File: config.mk
export PLATFORM = sky130hd
export DESIGN_NAME = hazard_scoreboard_unit
export DESIGN_NICKNAME = d
export VERILOG_FILES = /design/src/rtl/hazard_scoreboard_unit.sv
export SDC_FILE = /design/constraint.sdc
export NUM_CORES = 1
export LEC_CHECK = 0
export CORE_ASPECT_RATIO = 0.8
export CORE_UTILIZATION = 30
export CTS_BUF_LIST = sky130_fd_sc_hd__clkbuf_8
export CTS_CLUSTER_DIAMETER = 30
export CTS_CLUSTER_SIZE = 40
export DETAILED_ROUTE_END_ITERATION = 10
export GPL_TIMING_DRIVEN = 0
export HOLD_SLACK_MARGIN = 0.02
export MAX_ROUTING_LAYER = met4
export SYNTH_ARGS = -nofsm -noshare
export SYNTH_HDL_FRONTEND = slang
export SYNTH_SLANG_ARGS = --single-unit
File: constraint.sdc
create_clock -name i_clk -period 9 [get_ports i_clk]
set_input_delay 1.35 -clock i_clk [delete_from_list [all_inputs] [get_ports i_clk]]
set_output_delay 1.35 -clock i_clk [all_outputs]
set_load 0.05 [all_outputs]
File: src/rtl/hazard_scoreboard_unit.sv
// -----------------------------------------------------------------------------
// hazard_scoreboard_unit
// Per-register scoreboard beside the ID stage. It tracks in-flight register
// writes whose results arrive after a variable latency (ALU, load, mul/div).
// From that it decides stall, operand bypass select and WAW ordering, and it
// keeps a saturating count of stalled cycles.
//
// Ports
//   i_clk           rising-edge clock
//   i_rst           synchronous active-high reset
//   i_issue_valid   ID holds a valid instruction
//   i_issue_rs      source A index
//   i_issue_rt      source B index
//   i_issue_use_rt  instruction reads rt
//   i_issue_wr      instruction writes a register
//   i_issue_rd      destination index
//   i_issue_lat     cycles from issue until result is on bypass (0 treated as 1)
//   i_flush         squash instruction in ID
//   i_wb_valid      register-file write this cycle
//   i_wb_rd         destination of that write
//   o_stall         hold PC and IF/ID, bubble into ID/EX (combinational)
//   o_fwd_a         source A from bypass network (combinational)
//   o_fwd_b         source B from bypass network (combinational)
//   o_busy_mask     registered pending-write flag per register
//   o_stall_count   saturating count of stalled cycles (registered)
// -----------------------------------------------------------------------------
module hazard_scoreboard_unit #(
   parameter int REG_ADDR_W  = 5,
   parameter int LAT_W       = 3,
   parameter int STALL_CNT_W = 16
) (
   input  logic                       i_clk,
   input  logic                       i_rst,
   input  logic                       i_issue_valid,
   input  logic [REG_ADDR_W-1:0]      i_issue_rs,
   input  logic [REG_ADDR_W-1:0]      i_issue_rt,
   input  logic                       i_issue_use_rt,
   input  logic                       i_issue_wr,
   input  logic [REG_ADDR_W-1:0]      i_issue_rd,
   input  logic [LAT_W-1:0]           i_issue_lat,
   input  logic                       i_flush,
   input  logic                       i_wb_valid,
   input  logic [REG_ADDR_W-1:0]      i_wb_rd,
   output logic                       o_stall,
   output logic                       o_fwd_a,
   output logic                       o_fwd_b,
   output logic [(2**REG_ADDR_W)-1:0] o_busy_mask,
   output logic [STALL_CNT_W-1:0]     o_stall_count
);

   localparam int NUM_REGS = 2**REG_ADDR_W;

   logic [NUM_REGS-1:0]    r_busy;
   logic [LAT_W-1:0]       r_cnt [NUM_REGS];
   logic [STALL_CNT_W-1:0] r_stall_count;

   logic [LAT_W-1:0] w_lat;
   logic             w_haz_a;
   logic             w_haz_b;
   logic             w_waw;
   logic             w_live;
   logic             w_stall;
   logic             w_accept;

   // Hazard detection and bypass select for the instruction currently in ID
   always_comb begin
      w_lat    = {LAT_W{1'b0}};
      w_haz_a  = 1'b0;
      w_haz_b  = 1'b0;
      w_waw    = 1'b0;
      w_live   = 1'b0;
      w_stall  = 1'b0;
      w_accept = 1'b0;
      o_fwd_a  = 1'b0;
      o_fwd_b  = 1'b0;

      // Latency 0 is illegal and is handled exactly like latency 1
      if (i_issue_lat == {LAT_W{1'b0}}) begin
         w_lat = {{(LAT_W-1){1'b0}}, 1'b1};
      end else begin
         w_lat = i_issue_lat;
      end

      // r0 is never busy, so no explicit r0 term is needed for source hazards
      w_haz_a = r_busy[i_issue_rs] && (r_cnt[i_issue_rs] != {LAT_W{1'b0}});
      w_haz_b = i_issue_use_rt && r_busy[i_issue_rt] &&
                (r_cnt[i_issue_rt] != {LAT_W{1'b0}});
      // A newer write must not land before (or together with) an older one
      w_waw   = i_issue_wr && (i_issue_rd != {REG_ADDR_W{1'b0}}) &&
                r_busy[i_issue_rd] && (r_cnt[i_issue_rd] >= w_lat);

      w_live   = i_issue_valid && !i_flush;
      w_stall  = w_live && (w_haz_a || w_haz_b || w_waw);
      w_accept = w_live && !w_stall;

      o_fwd_a = w_live && r_busy[i_issue_rs] &&
                (r_cnt[i_issue_rs] == {LAT_W{1'b0}}) &&
                (i_issue_rs != {REG_ADDR_W{1'b0}});
      o_fwd_b = w_live && i_issue_use_rt && r_busy[i_issue_rt] &&
                (r_cnt[i_issue_rt] == {LAT_W{1'b0}}) &&
                (i_issue_rt != {REG_ADDR_W{1'b0}});
   end

   assign o_stall       = w_stall;
   assign o_busy_mask   = r_busy;
   assign o_stall_count = r_stall_count;

   // Scoreboard update: issue beats writeback, writeback beats countdown
   always_ff @(posedge i_clk) begin
      if (i_rst) begin
         r_busy <= {NUM_REGS{1'b0}};
         for (int r = 0; r < NUM_REGS; r++) begin
            r_cnt[r] <= {LAT_W{1'b0}};
         end
      end else begin
         r_busy[0] <= 1'b0;
         r_cnt[0]  <= {LAT_W{1'b0}};
         for (int r = 1; r < NUM_REGS; r++) begin
            if (w_accept && i_issue_wr && (i_issue_rd == REG_ADDR_W'(r))) begin
               r_busy[r] <= 1'b1;
               r_cnt[r]  <= w_lat - {{(LAT_W-1){1'b0}}, 1'b1};
            end else if (i_wb_valid && (i_wb_rd == REG_ADDR_W'(r))) begin
               r_busy[r] <= 1'b0;
               r_cnt[r]  <= {LAT_W{1'b0}};
            end else if (r_busy[r] && (r_cnt[r] != {LAT_W{1'b0}})) begin
               r_cnt[r]  <= r_cnt[r] - {{(LAT_W-1){1'b0}}, 1'b1};
            end else begin
               r_cnt[r]  <= r_cnt[r];
            end
         end
      end
   end

   // Saturating stall-cycle counter
   always_ff @(posedge i_clk) begin
      if (i_rst) begin
         r_stall_count <= {STALL_CNT_W{1'b0}};
      end else if (w_stall && (r_stall_count != {STALL_CNT_W{1'b1}})) begin
         r_stall_count <= r_stall_count + {{(STALL_CNT_W-1){1'b0}}, 1'b1};
      end else begin
         r_stall_count <= r_stall_count;
      end
   end

endmodule

# ---- Yosys cells after proc, flatten, opt, wreduce, memory -nomap -nowiden
# Memory sizes are Yosys's and may differ from the RTL's.
# Index checks and enable logic that the tools add are counted.
dict set report classes {
  n_mux 724
  order_cmp 4
  addsub 33
  bitwise_logic 125
  eq_ne 63
  n_reduce_logical 185
}
# operator n
set op_table {}
lappend op_table {{two-way mux 1 bit} 595}
lappend op_table {{two-way mux 3 bit} 126}
lappend op_table {{equality test 5 bit (second input constant)} 32}
lappend op_table {{bitwise OR 1 bit} 125}
lappend op_table {{logical AND 1 bit} 111}
lappend op_table {{nonzero test 3 bit} 33}
lappend op_table {{subtractor 3 x 1 -> 3 bit (second input constant)} 32}
lappend op_table {{equality test 5 x 4 -> 1 bit (second input constant)} 16}
lappend op_table {{nonzero test 2 bit} 31}
lappend op_table {{equality test 5 x 3 -> 1 bit (second input constant)} 8}
lappend op_table {{equality test 5 x 2 -> 1 bit (second input constant)} 4}
lappend op_table {{less-than comparator 5 x 6 -> 1 bit (second input constant)} 3}
lappend op_table {{adder 16 x 1 -> 16 bit (second input constant)} 1}
lappend op_table {{!= test 16 bit (second input constant)} 1}
lappend op_table {{binary-select mux 1 bit (select 5 bit)} 3}
lappend op_table {{nonzero test 5 bit} 3}
lappend op_table {{equality test 5 x 1 -> 1 bit (second input constant)} 2}
lappend op_table {{zero test 3 bit} 3}
lappend op_table {{>= comparator 3 bit} 1}
lappend op_table {{zero test 1 bit} 2}
lappend op_table {{logical OR 1 bit} 2}
dict set report word_totals {
  mem_bits_rw 96
  regBits 48
  out_inout_bits 51
  memories 1
  in_bits 30
}
# memory words word_bits read_ports rd_ports_with_merged_regs write_ports line_no
set mem_list {}
lappend mem_list {r_cnt 32 3 34 0 32 54} ;# logic [LAT_W-1:0] r_cnt [NUM_REGS];

# ---- Logic depth before layout (Yosys ltp)
# Gate-level depths: netlist of run 1.
dict set report logic_depth {
  depth_word 18
  ltp_mapped 23
  ltp_nobuf 17
}

# ---- Worst setup path before layout of run 1
# OpenSTA, ideal clock, no wires.
dict set report synth_timing {
  path_kind {input -> output}
  from {input port i_issue_rd[0]}
  to {output port o_stall}
  required_time_ns 7.650
  slack_ns 2.231
  t_arrival_ns 5.419
  stages 16
  path_cell_list {clkbuf_1 clkbuf_1 buf_1 mux4_2 mux4_2 a21oi_1 ha_1 nand2b_1 a21o_1 a21oi_1 nor2b_1 a32o_1 buf_6 nor3_4 buf_2 nor2_1}
}
dict set report synth_via {
  elab_chain_cells 6
  elab_cells_between_ends 10
  cone_classes {order compare: 1; mux: 2; reduce/logical: 6; memory: 1}
}
# item line_no
set synth_rtl {}
lappend synth_rtl {{from (decl)} 39} ;# input logic [REG_ADDR_W-1:0] i_issue_rd,
lappend synth_rtl {{parallel branches: the longest is 3 deep, another holds memory read (32 x 3 bit)} n/a}
lappend synth_rtl {{logical AND 1 bit *} 90} ;# r_busy[i_issue_rd] && (r_cnt[i_issue_rd] >= w_lat);
lappend synth_rtl {{logical OR 1 bit *} 93} ;# w_stall = w_live && (w_haz_a || w_haz_b || w_waw);
lappend synth_rtl {{logical AND 1 bit *} 93}
lappend synth_rtl {{to (decl)} 44} ;# output logic o_stall,
# Mark *: on every way between the ends. The select of a mux whose other input is x is not followed.

# ---- Worst setup path in the final report of run 1
dict set report layout_timing {
  from {input port i_issue_rd[1]}
  to {output port o_stall}
}
# The elaborated chain is that of the path after synthesis.

==> out/metrics.cfg, run 1 <==
[worst_setup_path]
critPathArrivalTime_ns=7.47
crit_path_start_kind=primary input
end_kind=primary output
crit_type=in -> out
cp_max_fo=10
cp.required_ns=7.65

[floorplan]
die_h_microns=178
ios=81
dieArea_sq_um=39400
core_sq_um=37500
std_cell_rows=63
chipWidth_microns=222
start_util=0.308

[pwr]
swShare=0.338
p_comb_frac=0.230
internal_power_w=0.00117
power.total_w=0.00176
vdd_drop_max_uv=92.0
cellPowerDensity_nw_per_um2=132
clkPwrFrac=0.342
power_switching_w=0.000596
p_seq_frac=0.427
p_leak_nw=4.77

[clocking]
post_cts_buffers=0
clk_pin_slew_ns=0.08
clock_latency_ns=0.50
cts_tree=done
cts.sinks=140
clock_path_buffers=2
cts_hold_buf=0
cts_buffers=17
cts-root-buf=clkbuf_8
htree_num_levels=4
cts_resized=0

[min_path]
hp-class=reg -> reg

[routing]
vias_per_cell=6.28
dr.first_iter.drc_count=1864
post-route-drc-count=0
wl_per_cell_microns=28.1
ant_nets=0
drt_wl_total_microns=53300
dr.pass1.iters=7
num_vias=11900

[sta]
finClkSkew_ns=0.0270
timing.final.crit_share=0.980
worst_pin_slew_ns=1.31
final.min_clock_period_ns=8.82
relSlewSlack=0.114
finalSetupTns_ns=0
max_freq_mhz=113
hold_viol=0
finalSetupViolations=0
rsz0062_at_grt=false
finalHoldWorstSlack_ns=0.524
slew_violations=0

[final_layout]
nNetsFinal=1492
fill_cells=3916
drive_gt1_frac=0.104
multiInputGateArea_sq_um=6980
layout.cells.most_common_list=inv_1 (121), nor2_1 (117), nand2_1 (107), edfxtp_1 (93), clkdlybuf4s50_1 (73)
final_common_cell=inv_1
seq_area_sq_um=3730
syn2layout_area_growth_pct=15.5

[logic_synthesis]
yosys_warnings=0
synth-edff-count=93
syn_area_per_cell_sq_um=8.88
synth_top_area_frac=0.241
ys_types=75
synth_nets=1400
synthArstFlopShare=0
synthFlopType=edfxtp_1
ys_ff_latch=140
ys_top_cells_by_area=edfxtp_1 (24%), mux4_2 (8.8%), dfxtp_1 (8.1%)
yosysTopAreaCell=edfxtp_1
syn_inst=1303
synth_area_sq_um=11600
synth-seq-area-share=0.323

[job]
max_cap_violations=0

[placement]
routabilityCongestion=1.04
io_buffers=73
post-dp-hpwl_microns=40600

[global_route]
gr-total-overflow=0
grt_max_degree=17
grt_pass1_vias=10900
antenna_found_initial=2
grt_pass1_wl_microns=76000
grt_usage=0.277

[run_status]
status=complete, no violations

## final timing paths
kind	startpoint	end	slack, ns	depth (start not counted)
min	o_stall_count[15]	o_stall_count[15]	0.52	2
min reg2reg	o_stall_count[15]	o_stall_count[15]	0.52	2
max reg2reg	r_cnt[17][0]	r_cnt[28][2]	4.12	15
max	i_issue_rd[1]	o_stall	0.18	18
## metal layers
metal | share of wire | GRT usage | vias up
met1 | 0.42 | 0.380 | 5812
met5 | 0 | - | -
met4 | 0.029 | 0.0935 | 0
li1 | - | - | 5115
met2 | 0.41 | 0.381 | 853
met3 | 0.15 | 0.0834 | 131
## critical path, cell delays in order
cell             delay [ns]
buf_2                  0.25
buf_2                  0.37
clkbuf_1               0.63
clkbuf_1               0.74
mux4_2                 0.46
mux4_2                 0.51
a21oi_1                0.17
ha_1                   0.23
nand2b_1               0.14
a21o_1                 0.18
a21oi_1                0.13
nor2b_1                0.13
a32o_1                 0.25
buf_6                  0.17
nor3_4                 0.43
buf_2                  0.42
nor2_1                 0.12
clkdlybuf4s50_1        0.74
## sequential cells by signal (all words and copies together) (netlist names)
name / count
o_busy_mask: 31
o_stall_count: 16
r_cnt: 93
## layout make-up
cell class	count	share of cell area
repair buffers	73	0.0547
flip-flops and latches	140	0.279
clock inverters	14	0.0147
well taps	487	0.0456
diodes	2	0.000375
clock buffers	18	0.0185
multi-input cells	954	0.523
inverters	122	0.0343
plain buffers	87	0.0298
## synth_stat cells, drive strengths merged (16+ instances only)
| cell | count |
|---|---|
| inv | 121 |
| nor2 | 117 |
| nand2 | 107 |
| edfxtp | 93 |
| ha | 67 |
| a21oi | 63 |
| nand3 | 62 |
| clkbuf | 57 |
| dfxtp | 47 |
| mux4 | 45 |
| nor2b | 41 |
| o32ai | 38 |
| nor3 | 37 |
| o22ai | 33 |
| nand2b | 32 |
| buf | 30 |
| mux2i | 28 |
| o21ai | 25 |
| a31oi | 22 |
| mux2 | 18 |
| or4 | 17 |
| nand3b | 16 |
## metrics by stage
step | std cells | cell area (sq um) | utilization | worst slack (ns)
global placement | 1863 | 12900 | 0.344 | 0.243
global route | 1896 | 13400 | 0.356 | 0.0708
floorplan | 1303 | 11600 | - | 2.23
detailed placement | 1863 | 12900 | 0.344 | 0.223
CTS | 1895 | 13400 | 0.356 | 0.211
finish | 1897 | 13400 | 0.356 | 0.180
## power by group through the flow
| stage | logic, W | registers, W | clock network (W) |
|---|---|---|---|
| after floorplan | 0.000233 | 0.000755 | 0 |
| after global placement | 0.000384 | 0.000765 | 0 |
| after detailed placement | 0.000388 | 0.000766 | 0 |
| after CTS | 0.000390 | 0.000751 | 0.000598 |
| after global routing | 0.000425 | 0.000755 | 0.000622 |
| final | 0.000406 | 0.000753 | 0.000603 |
## logic make-up (layout without fill, tap and decap cells)
logic type	after synthesis	count (layout)	share of synthesized area
AND/OR/NAND/NOR	499	499	0.220
AO/OA/AOI/OAI	295	295	0.181
buffers and inverters	209	314	0.0738
flip-flops	140	140	0.323
multiplexers	91	91	0.129
adder cells (fa/ha/maj)	67	67	0.0724
other	1	3	0.000324
XOR/XNOR	1	1	0.000757
(Power assumes the default switching activity.)
==> run 2: changes to the inputs <==
- MAX_ROUTING_LAYER: met4 -> default
- PLACE_DENSITY: default -> 0.5
==> out/metrics.cfg, run 2 (synthesis results as in run 1) <==
[clocking]
clock_path_buffers=2  ; unchanged
post_cts_buffers=0  ; unchanged
cts_tree=done
htree_num_levels=4  ; unchanged
cts_hold_buf=0  ; unchanged
clk_pin_slew_ns=0.08  ; about the same
cts.sinks=140  ; unchanged
cts-root-buf=clkbuf_8
cts_resized=0  ; unchanged
clock_latency_ns=0.52  ; +0.02 ns
cts_buffers=17  ; unchanged

[pwr]
vdd_drop_max_uv=95.3  ; +3.6%
power.total_w=0.00172  ; -2.2%
p_leak_nw=4.75  ; -0.31%
cellPowerDensity_nw_per_um2=129  ; -1.8%

[global_route]
top_usage_layer=met2
gr-usage-met3=0.0778  ; -0.00563
met1_usage=0.393  ; +0.0128
antenna_found_initial=0  ; -2
grt_max_degree=17  ; unchanged
grt_usage=0.276  ; about the same
grt_pass1_vias=10900  ; +0.055%
use_met2=0.399  ; +0.0177
gr-total-overflow=0  ; unchanged
grt_pass1_wl_microns=77600  ; +2.1%

[sta]
worst_pin_slew_ns=1.27  ; -0.0360 ns
max_freq_mhz=116  ; +2.5%
relSlewSlack=0.150  ; +0.0363
hold_viol=0  ; unchanged
finClkSkew_ns=0.0215  ; -0.00544 ns
finalSetupTns_ns=0  ; unchanged
timing.final.crit_share=0.956  ; -0.0237
final.min_clock_period_ns=8.61  ; -0.213 ns
finalSetupViolations=0  ; unchanged
setup_ws_ns=0.393  ; +0.213 ns
rsz0062_at_grt=false
slew_violations=0  ; unchanged

[floorplan]
dieArea_sq_um=39400  ; unchanged
std_cell_rows=63  ; unchanged
start_util=0.308  ; unchanged
ios=81  ; unchanged
die_h_microns=178  ; unchanged
chipWidth_microns=222  ; unchanged
core_sq_um=37500  ; unchanged

[worst_setup_path]
reg2regPathDepth=15  ; unchanged
cp-startpoint=i_issue_rd[1]
crit_end=o_stall
crit_type=in -> out
worst-path-buf-inv=7  ; unchanged
r2r_start=r_cnt[18][0]
critPathArrivalTime_ns=7.26  ; -0.21 ns
cp.required_ns=7.65  ; about the same
crit_family=buffers and inverters
path_cells=buf_2, buf_2, clkbuf_1, clkbuf_2, mux4_2, mux4_2, a21oi_1, ha_1, nand2b_1, a21o_1, a21oi_1, nor2b_1, a32o_1, buf_6, nor3_4, buf_2, nor2_1, clkdlybuf4s50_1
crit_slowest_cell=clkdlybuf4s50_1
worst-path-stages=18  ; unchanged
critical-path-max-stage-delay_ns=0.75  ; about the same
reg2reg_to=r_cnt[28][1]
cp_max_fo=10  ; unchanged
r2r_setup_slack_ns=4.13  ; about the same
end_kind=primary output
cp_common_cell=buf_2
crit_path_start_kind=primary input

[final_layout]
layout.cells.most_common_list=inv_1 (121), nor2_1 (117), nand2_1 (107), edfxtp_1 (93), clkdlybuf4s50_1 (73)
final_common_cell=inv_1
drive_gt1_frac=0.106  ; +0.00213
largest_register_ffs=93  ; unchanged
seq_area_sq_um=3730  ; unchanged
regMostFlops=r_cnt
syn2layout_area_growth_pct=15.1
nNetsFinal=1492  ; unchanged
multiInputGateArea_sq_um=6980  ; unchanged
fill_cells=3919  ; +0.077%
n_antenna_cell=0  ; -2

[routing]
ant_nets=0  ; unchanged
dr.first_iter.drc_count=1699  ; -8.9%
drt_wl_total_microns=54700  ; +2.6%
vias_per_cell=6.29  ; +0.16%
wl_per_cell_microns=28.8  ; +2.7%
num_vias=11900  ; +0.059%
dr.pass1.iters=6  ; -1
post-route-drc-count=0  ; unchanged

[placement]
routabilityCongestion=1.01  ; -2.8%
post-place-ws_ns=0.194  ; -0.0286 ns
post-dp-hpwl_microns=41500  ; +2.3%
io_buffers=73  ; unchanged

[run_status]
status=complete, no violations

[min_path]
hp-class=reg -> reg

[job]
max_cap_violations=0  ; unchanged

==> run 2: worst min path at each step <==
| stage | from | end | cells after the start |
|---|---|---|---|
| 5_1_grt | o_stall_count[12] | o_stall_count[12] | 2 |
| 2_1_floorplan | r_cnt[9][0] | r_cnt[9][0] | 1 |
| 3_5_place_dp | o_stall_count[15] | o_stall_count[15] | 2 |
| 6_report | o_stall_count[15] | o_stall_count[15] | 2 |
| 4_1_cts | o_stall_count[12] | o_stall_count[12] | 2 |
| 3_3_place_gp | o_stall_count[6] | o_stall_count[6] | 2 |
==> run 2: per-stage QoR <==
stage | std cells | area [sq um] | hold slack [ns] | utilization
floorplan | 1303 | 11600 | 0.586 | -
global placement | 1863 | 12900 | 0.499 | 0.344
detailed placement | 1863 | 12900 | 0.502 | 0.344
CTS | 1895 | 13300 | 0.519 | 0.355
global route | 1895 | 13300 | 0.533 | 0.355
finish | 1895 | 13300 | 0.519 | 0.355
==> run 2: where the power goes <==
group	switching (W)	internal [W]
sequential	0.0000318	0.000722
clock	0.000307	0.000250
combinational	0.000278	0.000133
total	0.000617	0.00111
==> run 2: layout make-up <==
class	instances	area share
buffer	87	0.0302
clock buffer	17	0.0176
clock inverter	15	0.0123
inverter	122	0.0344
multi-input combinational	954	0.525
sequential	140	0.280
tap	487	0.0458
timing repair buffer	73	0.0549
==> run 2: metal layers <==
metal | vias up | part of all wire
met5 | - | 0
met4 | 0 | 0.030
met3 | 102 | 0.14
met2 | 843 | 0.41
met1 | 5856 | 0.43
li1 | 5117 | -
==> run 2: worst register-to-register path, stage by stage, from the launching register on <==
cell and delay, ns:
edfxtp_1 0.50, mux4_2 0.56, mux4_2 0.50, a21oi_1 0.18
ha_1 0.24, nand2b_1 0.15, a21o_1 0.17, a21oi_1 0.16
nor2b_1 0.10, a32o_1 0.23, buf_6 0.17, nor3_4 0.41
buf_2 0.40, buf_2 0.38, nand3_1 0.18, nand3b_1 0.24
